$ cat config.mk
export PLATFORM = sky130hd
export DESIGN_NAME = axis_uart_bridge_tx
export DESIGN_NICKNAME = d
export VERILOG_FILES = /design/src/rtl/axis_uart_bridge_pkg.sv /design/src/rtl/uart_baud_tick_gen.sv /design/src/rtl/axis_uart_bridge_tx.sv
export SDC_FILE = /design/constraint.sdc
export NUM_CORES = 1
export LEC_CHECK = 0
export CAP_MARGIN = 40
export CORE_ASPECT_RATIO = 0.7
export CORE_MARGIN = 3
export CORE_UTILIZATION = 40
export CTS_CLUSTER_DIAMETER = 50
export CTS_CLUSTER_SIZE = 14
export DETAILED_ROUTE_END_ITERATION = 6
export SLEW_MARGIN = 10
export SYNTH_ARGS = -nofsm -noshare
export SYNTH_HDL_FRONTEND = slang
export SYNTH_HIERARCHICAL = 1
export SYNTH_SLANG_ARGS = --single-unit
$ cat constraint.sdc
create_clock -name clk -period 4.4 [get_ports clk]
set_clock_uncertainty 0.05 [all_clocks]
set_input_delay 0.44 -clock clk [delete_from_list [all_inputs] [get_ports clk]]
set_output_delay 0.44 -clock clk [all_outputs]
set_load 0.05 [all_outputs]
$ cat src/rtl/axis_uart_bridge_pkg.sv
// Shared types and helpers for the AXI-Stream <-> UART bridge.
// Used by axis_uart_bridge_tx and by the baud tick generator's users.
package axis_uart_bridge_pkg;

  localparam int UART_DATA_BITS = 8;

  typedef enum logic [1:0] {
    IDLE_ST,
    START_ST,
    DATA_ST,
    STOP_ST
  } tx_fsm;

  function automatic int clock_duration(input int freq_hz, input int uart_speed);
    return freq_hz / uart_speed;
  endfunction

endpackage

$ cat src/rtl/uart_baud_tick_gen.sv
// Bit-period timer: counts 0..CLOCK_DURATION-1 while enabled and flags the last cycle.
// Shared by the UART transmit and receive paths.
module uart_baud_tick_gen #(
  parameter int CLOCK_DURATION = 868
) (
  input  logic clk,
  input  logic resetn,
  input  logic enable,
  input  logic clear,
  output logic bit_end
);

  localparam int CNT_W = $clog2(CLOCK_DURATION);
  localparam logic [CNT_W-1:0] LAST_CNT = CNT_W'(CLOCK_DURATION - 1);

  logic [CNT_W-1:0] cnt_q, cnt_d;

  always_comb begin
    cnt_d = cnt_q;
    if (clear || !enable || (cnt_q == LAST_CNT)) begin
      cnt_d = '0;
    end else begin
      cnt_d = cnt_q + 1'b1;
    end
  end

  always_ff @(posedge clk or negedge resetn) begin
    if (!resetn) begin
      cnt_q <= '0;
    end else begin
      cnt_q <= cnt_d;
    end
  end

  assign bit_end = enable && (cnt_q == LAST_CNT);

endmodule

$ cat src/rtl/axis_uart_bridge_tx.sv
// AXI-Stream slave to 8N1 UART transmitter with a one-word holding register.
// Define AXIS_UART_BRIDGE_TX_TWO_STOP_EN to send two stop bits (8N2).
module axis_uart_bridge_tx
  import axis_uart_bridge_pkg::*;
#(
  parameter int UART_SPEED = 115200,
  parameter int FREQ_HZ    = 100000000,
  parameter int N_BYTES    = 32
) (
  input  logic                       clk,
  input  logic                       resetn,
  input  logic [N_BYTES*8-1:0]       S_AXIS_TDATA,
  input  logic                       S_AXIS_TVALID,
  output logic                       S_AXIS_TREADY,
  output logic                       UART_TX,
  output logic                       UART_BUSY
);

  localparam int CLOCK_DURATION = clock_duration(FREQ_HZ, UART_SPEED);
  localparam int DATA_WIDTH     = N_BYTES * UART_DATA_BITS;
  localparam int BYTE_W         = (N_BYTES > 1) ? $clog2(N_BYTES) : 1;
  localparam logic [BYTE_W-1:0] LAST_BYTE = BYTE_W'(N_BYTES - 1);
  localparam logic [2:0]        LAST_BIT  = 3'(UART_DATA_BITS - 1);
`ifdef AXIS_UART_BRIDGE_TX_TWO_STOP_EN
  localparam int STOP_BITS = 2;
`else
  localparam int STOP_BITS = 1;
`endif

  tx_fsm                 state_q, state_d;
  logic [DATA_WIDTH-1:0] hold_data_q, hold_data_d;
  logic                  hold_valid_q, hold_valid_d;
  logic [DATA_WIDTH-1:0] shift_q, shift_d;
  logic [2:0]            bit_idx_q, bit_idx_d;
  logic [BYTE_W-1:0]     byte_cnt_q, byte_cnt_d;
  logic                  stop_cnt_q, stop_cnt_d;
  logic                  tready_q, tready_d;
  logic                  tx_q, tx_d;
  logic                  busy_q, busy_d;

  logic accept, drain, baud_clear, bit_end, stop_last;

  uart_baud_tick_gen #(
    .CLOCK_DURATION(CLOCK_DURATION)
  ) u_baud (
    .clk    (clk),
    .resetn (resetn),
    .enable (state_q != IDLE_ST),
    .clear  (baud_clear),
    .bit_end(bit_end)
  );

  always_ff @(posedge clk or negedge resetn) begin
    if (!resetn) begin
      state_q      <= IDLE_ST;
      hold_data_q  <= '0;
      hold_valid_q <= 1'b0;
      shift_q      <= '0;
      bit_idx_q    <= '0;
      byte_cnt_q   <= '0;
      stop_cnt_q   <= 1'b0;
      tready_q     <= 1'b0;
      tx_q         <= 1'b1;
      busy_q       <= 1'b0;
    end else begin
      state_q      <= state_d;
      hold_data_q  <= hold_data_d;
      hold_valid_q <= hold_valid_d;
      shift_q      <= shift_d;
      bit_idx_q    <= bit_idx_d;
      byte_cnt_q   <= byte_cnt_d;
      stop_cnt_q   <= stop_cnt_d;
      tready_q     <= tready_d;
      tx_q         <= tx_d;
      busy_q       <= busy_d;
    end
  end

  assign accept    = S_AXIS_TVALID && tready_q;
  assign stop_last = (STOP_BITS == 1) || stop_cnt_q;

  always_comb begin
    state_d    = state_q;
    shift_d    = shift_q;
    bit_idx_d  = bit_idx_q;
    byte_cnt_d = byte_cnt_q;
    stop_cnt_d = stop_cnt_q;
    drain      = 1'b0;
    baud_clear = 1'b0;
    unique case (state_q)
      IDLE_ST: begin
        if (hold_valid_q) begin
          shift_d    = hold_data_q;
          drain      = 1'b1;
          baud_clear = 1'b1;
          byte_cnt_d = '0;
          state_d    = START_ST;
        end
      end
      START_ST: begin
        if (bit_end) begin
          bit_idx_d = '0;
          state_d   = DATA_ST;
        end
      end
      DATA_ST: begin
        if (bit_end) begin
          shift_d   = shift_q >> 1;
          bit_idx_d = bit_idx_q + 3'd1;
          if (bit_idx_q == LAST_BIT) state_d = STOP_ST;
        end
      end
      STOP_ST: begin
        if (bit_end && !stop_last) begin
          stop_cnt_d = 1'b1;
        end else if (bit_end) begin
          stop_cnt_d = 1'b0;
          // After eight shifts the next byte already sits in the low bits.
          if (byte_cnt_q < LAST_BYTE) begin
            byte_cnt_d = byte_cnt_q + 1'b1;
            state_d    = START_ST;
          end else if (hold_valid_q) begin
            shift_d    = hold_data_q;
            drain      = 1'b1;
            byte_cnt_d = '0;
            state_d    = START_ST;
          end else begin
            state_d = IDLE_ST;
          end
        end
      end
      default: state_d = IDLE_ST;
    endcase
    hold_valid_d = (hold_valid_q && !drain) || accept;
    hold_data_d  = accept ? S_AXIS_TDATA : hold_data_q;
  end

  // Registered outputs lag the FSM by one cycle, so every bit keeps its full period.
  always_comb begin
    tready_d = !hold_valid_d;
    busy_d   = (state_q != IDLE_ST) || hold_valid_q;
    unique case (state_q)
      IDLE_ST:  tx_d = 1'b1;
      START_ST: tx_d = 1'b0;
      DATA_ST:  tx_d = shift_q[0];
      STOP_ST:  tx_d = 1'b1;
      default:  tx_d = 1'b1;
    endcase
  end

  assign S_AXIS_TREADY = tready_q;
  assign UART_TX       = tx_q;
  assign UART_BUSY     = busy_q;

endmodule

Yosys cells after proc, flatten, opt, wreduce, memory -nomap -nowiden
Index checks and enable logic that the tools add are counted.
Cells by class
  $add $sub $neg: 3
  $lt $le $gt $ge: 1
  equality and inequality tests: 11
  muxes and demuxes: 27
  reduce and logical (&&, ||, !) cells: 20
Operators by type and width (count)
  two-way mux 256 bit: 4
  case mux 256 bit (3 select lines): 1
  two-way mux 5 bit: 3
  inequality test 2 bit, second input constant: 6
  adder 10 x 1 -> 10 bit, second input constant: 1
  == test 10 bit, second input constant: 1
  two-way mux 10 bit: 1
  two-way mux 2 bit: 5
  case mux 5 bit (2 select lines): 1
  case mux 2 bit (4 select lines): 1
  two-way mux 1 bit: 6
  two-way mux 3 bit: 2
  case mux 3 bit (2 select lines): 1
  nonzero test 2 bit: 3
  adder 5 x 1 -> 5 bit, second input constant: 1
  < comparator 5 bit, second input constant: 1
  AND reduction 5 bit: 1
  == test 2 bit, second input constant: 2
  logical OR 1 bit: 4
  AND reduction 4 bit: 1
  adder 3 x 1 -> 3 bit, second input constant: 1
  == test 3 bit, second input constant: 1
  logical AND 1 bit: 3
  zero test 1 bit: 3
  other kinds (8): 8
Storage, ports and cells
  flip-flop bits (word level): 536

Depth between registers and ports, before layout
  word-level depth: 8
  gate-level depth with buffers: 12
  depth with buffers taken out: 9

Cells and area by module
The synthesis kept the hierarchy.
Modules (own cells, without submodules)
  axis_uart_bridge_tx: times used 1, cells each 1455, area an instance 22890.7 µm², sequential area each 13163.9 µm²
  uart_baud_tick_gen: times used 1, cells each 53, area an instance 543.0 µm², sequential area each 250.2 µm²

Least setup slack after synthesis
Ideal clock, no wire load.
  path kind: register to register
  from: register u_baud.cnt_q[0]
  to: register shift_q[215]
  setup time: 0.125 ns
  arrival: 3.015 ns
  slack: 1.210 ns
  stages on the path, launching flop included: 12
  path buffers: 3
  cells stage by stage: dfrtp_1 ha_1 or4b_4 or4_4 nor2_1 buf_4 nand4_2 o22ai_2 a21boi_4 buf_6 buf_6 mux2_2
On the way
  word-level cells in the longest chain between the ends: 4
  elaborated cells between the ends (all ways): 5
Ends and longest elaborated chain
  start, declared: line uart_baud_tick_gen.sv:16  | logic [CNT_W-1:0] cnt_q, cnt_d;
  start signal, assigned: line uart_baud_tick_gen.sv:31  | cnt_q <= cnt_d;
  == test 10 bit (*): line uart_baud_tick_gen.sv:35  | assign bit_end = enable && (cnt_q == LAST_CNT);
  logical AND 1 bit (*): line uart_baud_tick_gen.sv:35
  named net bit_end: line axis_uart_bridge_tx.sv:41  | logic accept, drain, baud_clear, bit_end, stop_last;
  inequality test 2 bit (no line)
  AND reduction 4 bit (no line) (*)
  end signal, assigned: line axis_uart_bridge_tx.sv:69  | shift_q <= shift_d;
  end, declared: line axis_uart_bridge_tx.sv:33  | logic [DATA_WIDTH-1:0] shift_q, shift_d;
Mark *: on every way through the listed nets, which the timed path passes. The rest lies on a longest branch.
A chain may end at the register's enable or synchronous reset.

Worst setup path in the final report
  from: register u_baud.cnt_q[0]
  to: register shift_q[134]
Same word-level chain as after synthesis.

==> metrics <==
asr flop ratio synth 1.00; die area 0.0616 mm2; final setup violation count 0; most common cell in the netlist dfrtp_1; DR vias approximately 13,000; dominant cell type by area after synthesis dfrtp_1; clock slew at reported path FFs roughly 0.07 ns; max_cap viols 0; RSZ-0062 raised after global routing false; status finished clean; Post-synth top cells 535 x dfrtp_1, 526 x mux2_2, 240 x mux2_1; crit start category flip-flop; share of post-route cells with drive strength above 1 0.350; H-Tree Depth 2; slowest cell on the critical path or4b_4; GPL Wtd Cong between 0.7 and 0.8; VDD IR max 0.000234 V; aggregate global routing overflow 0; drt drc 0; Yosys top cell area share 0.571; fillers 4,927; Seq cells post-synth 536; Area growth syn-to-layout 20.2%; ANT nets after route 0; Rel. slew slack 0.469; CP Cell Sequence ha_1 -> or4b_4 -> or4_4 -> nor2_1 -> nand4_2 -> o22ai_2 -> a21boi_4 -> buf_12 -> buf_4 -> mux2_1; Hold Path Class in -> async; fin crit share 0.861; Synth cell types 50; DP HPWL 29,600 um; final core utilization 0.491; Final WS setup 0.611 ns; num ports ~260; Compound-Gate Fraction of Synth Area 0.0130; Die Wd 295 um; number of flops mapped to enable cells by yosys 0; post-CTS resize count 0; multi-input logic area around 0.0094 mm2; final hold viol count 0; total power about 13 mW; Synth Area in Adders 0.00534; placed cells 2,452; Reg area 0.0134 mm2; Reg2Reg Depth 10; largest net degree at the start of global routing 128; worst endpoint required time between 4 and 5 ns; clk sinks 536; DR pass1 iterations 4; first-pass GRT wire length between 70,000 and 80,000 um; worst skew pair latency around 0.57 ns; Synth area leaders dfrtp_1 57%, mux2_2 25%, mux2_1 12%; CP Max Fanout 44; Power per Cell Area around 450 mW/mm2; vias in the first global route ~14,000; Buffers on Ports 261; total core area 0.0574 mm2; CP peak stage delay roughly 0.53 ns; Vias/cell about 5.0; Synth Warn # 6; ys flop type dfrtp_1; Slew @ Worst Pin 0.797 ns; Cells after Synth roughly 1,500; clock buffer depth 3; critical path capture point type flip-flop; Post-Synthesis Cell Area 0.0234 mm2; worst path arrival time roughly 4.2 ns; Starting Density 0.409; # Post-CTS Setup Buffers 0; setup TNS 0 ns; Max Fclk about 0.26 GHz; cell at the root of the clock tree clkbuf_16; fin crit period about 3.8 ns; Post-Syn Area per Cell about 16 um2; multiplexer share of the synthesized area 0.369; Post-Syn Nets about 1,800; crit path kind reg -> reg; GR Util All Layers 0.152; DR WL/cell between 15 and 20 um; XOR/XNOR Fraction of Synth Area 0.00112; Final #Nets 2,021; Synth Area in Simple Gates 0.0124; pre-CTS WS 0.639 ns; die height around 210 um; final wirelength roughly 46,000 um; register area share after synthesis 0.572; row cnt 73; initial drt markers between 400 and 500; Leak approximately 13 nW; CTS tree done; fin. max-slew vios 0; largest family of logic cells by synthesized area multiplexers; antenna violations before repair 4; TritonCTS Buffers 47; non-filler instance count after layout 2,525
==> repair_timing <==
item / CTS / global route
hold buffers: 1 / 0
endpoints found under the hold margin: 75 / 0
setup endpoints to repair: 0 / 0
==> cell families after synthesis <==
logic type	Yosys count
adder cells (fa/ha/maj)	10
flip-flops	536
XOR/XNOR	3
buffers and inverters	99
AND/OR/NAND/NOR	52
multiplexers	767
AO/OA/AOI/OAI	41
==> path summary, 6_finish.rpt <==
path	to	from	slack, ns
min in group clk	shift_q[87]$_DFFE_PN0P_	shift_q[87]$_DFFE_PN0P_	0.43
setup / recovery	shift_q[134]$_DFFE_PN0P_	u_baud/cnt_q[0]$_DFF_PN0_	0.61
max in group asynchronous	shift_q[40]$_DFFE_PN0P_	resetn	2.69
hold reg to reg	shift_q[87]$_DFFE_PN0P_	shift_q[87]$_DFFE_PN0P_	0.43
hold / removal	shift_q[88]$_DFFE_PN0P_	resetn	0.41
setup reg to reg	shift_q[134]$_DFFE_PN0P_	u_baud/cnt_q[0]$_DFF_PN0_	0.61
==> per-stage QoR <==
| step | hold WS [ns] | instance area, um2 |
|---|---|---|
| global route | 0.397 | 28200 |
| global placement | 0.412 | 26700 |
| finish | 0.409 | 28200 |
| floorplan | 0.0944 | 23400 |
| detailed placement | 0.418 | 26700 |
| CTS | 0.376 | 28100 |
==> report_power, final <==
group / internal [mW] / switching (mW) / total (mW)
Sequential: 5.89 / 0.486 / 6.37
Combinational: 1.61 / 0.660 / 2.27
Clock: 2.20 / 1.77 / 3.96
==> per-layer routing <==
metal | vias up | share of wire | track usage
met1 | 6438 | 0.49 | 0.223
met5 | - | 0.00059 | 0
li1 | 5906 | - | -
met4 | 4 | 0.015 | 0.0349
met3 | 63 | 0.044 | 0.0305
met2 | 185 | 0.45 | 0.232
==> placed cells by master, fill, tap and decap left out, types with 2 or more instances in the layout <==
| cell type | count |
|---|---|
| clkdlybuf4s50_1 | 260 |
| dfrtp_1 | 535 |
| nand3_1 | 6 |
| nand3b_1 | 3 |
| buf_4 | 11 |
| a311oi_1 | 2 |
| and2_1 | 2 |
| clkbuf_16 | 49 |
| buf_12 | 12 |
| nor2_1 | 9 |
| diode_2 | 3 |
| a21oi_1 | 12 |
| ha_1 | 9 |
| mux2_1 | 240 |
| or3_1 | 4 |
| a32o_1 | 2 |
| nand2_1 | 13 |
| inv_1 | 9 |
| o21ai_0 | 10 |
| bufinv_16 | 2 |
| mux2_2 | 526 |
| clkinvlp_4 | 2 |
| clkbuf_8 | 4 |
| o31ai_1 | 2 |
| xor2_1 | 2 |
| clkbuf_1 | 9 |
| o211ai_1 | 2 |
| nand4_1 | 3 |
==> sequential cells by signal, summed over array words and instances, names as in the netlist <==
signal         cells
S_AXIS_TREADY      1
UART_BUSY          1
UART_TX            1
bit_idx_q          3
byte_cnt_q         5
hold_data_q      256
hold_valid_q       1
shift_q          256
state_q            2
u_baud/cnt_q      10
==> area by class of cell <==
class | count | area share
timing repair buffer | 285 | 0.105
inverter | 9 | 0.00120
clock buffer | 62 | 0.0467
clock inverter | 7 | 0.00347
sequential | 536 | 0.476
multi-input combinational | 873 | 0.334
antenna | 3 | 0.000267
tap | 750 | 0.0333
==> worst max-delay path: cells and delay by family (launching register included) <==
family | cells | cell delay (ns)
buffers and inverters | 2 | 0.66
flip-flops | 1 | 0.40
adder cells (fa/ha/maj) | 1 | 0.29
AO/OA/AOI/OAI | 2 | 0.46
multiplexers | 1 | 0.36
AND/OR/NAND/NOR | 4 | 1.38
No activity file was read; power rests on OpenSTA's default activity.
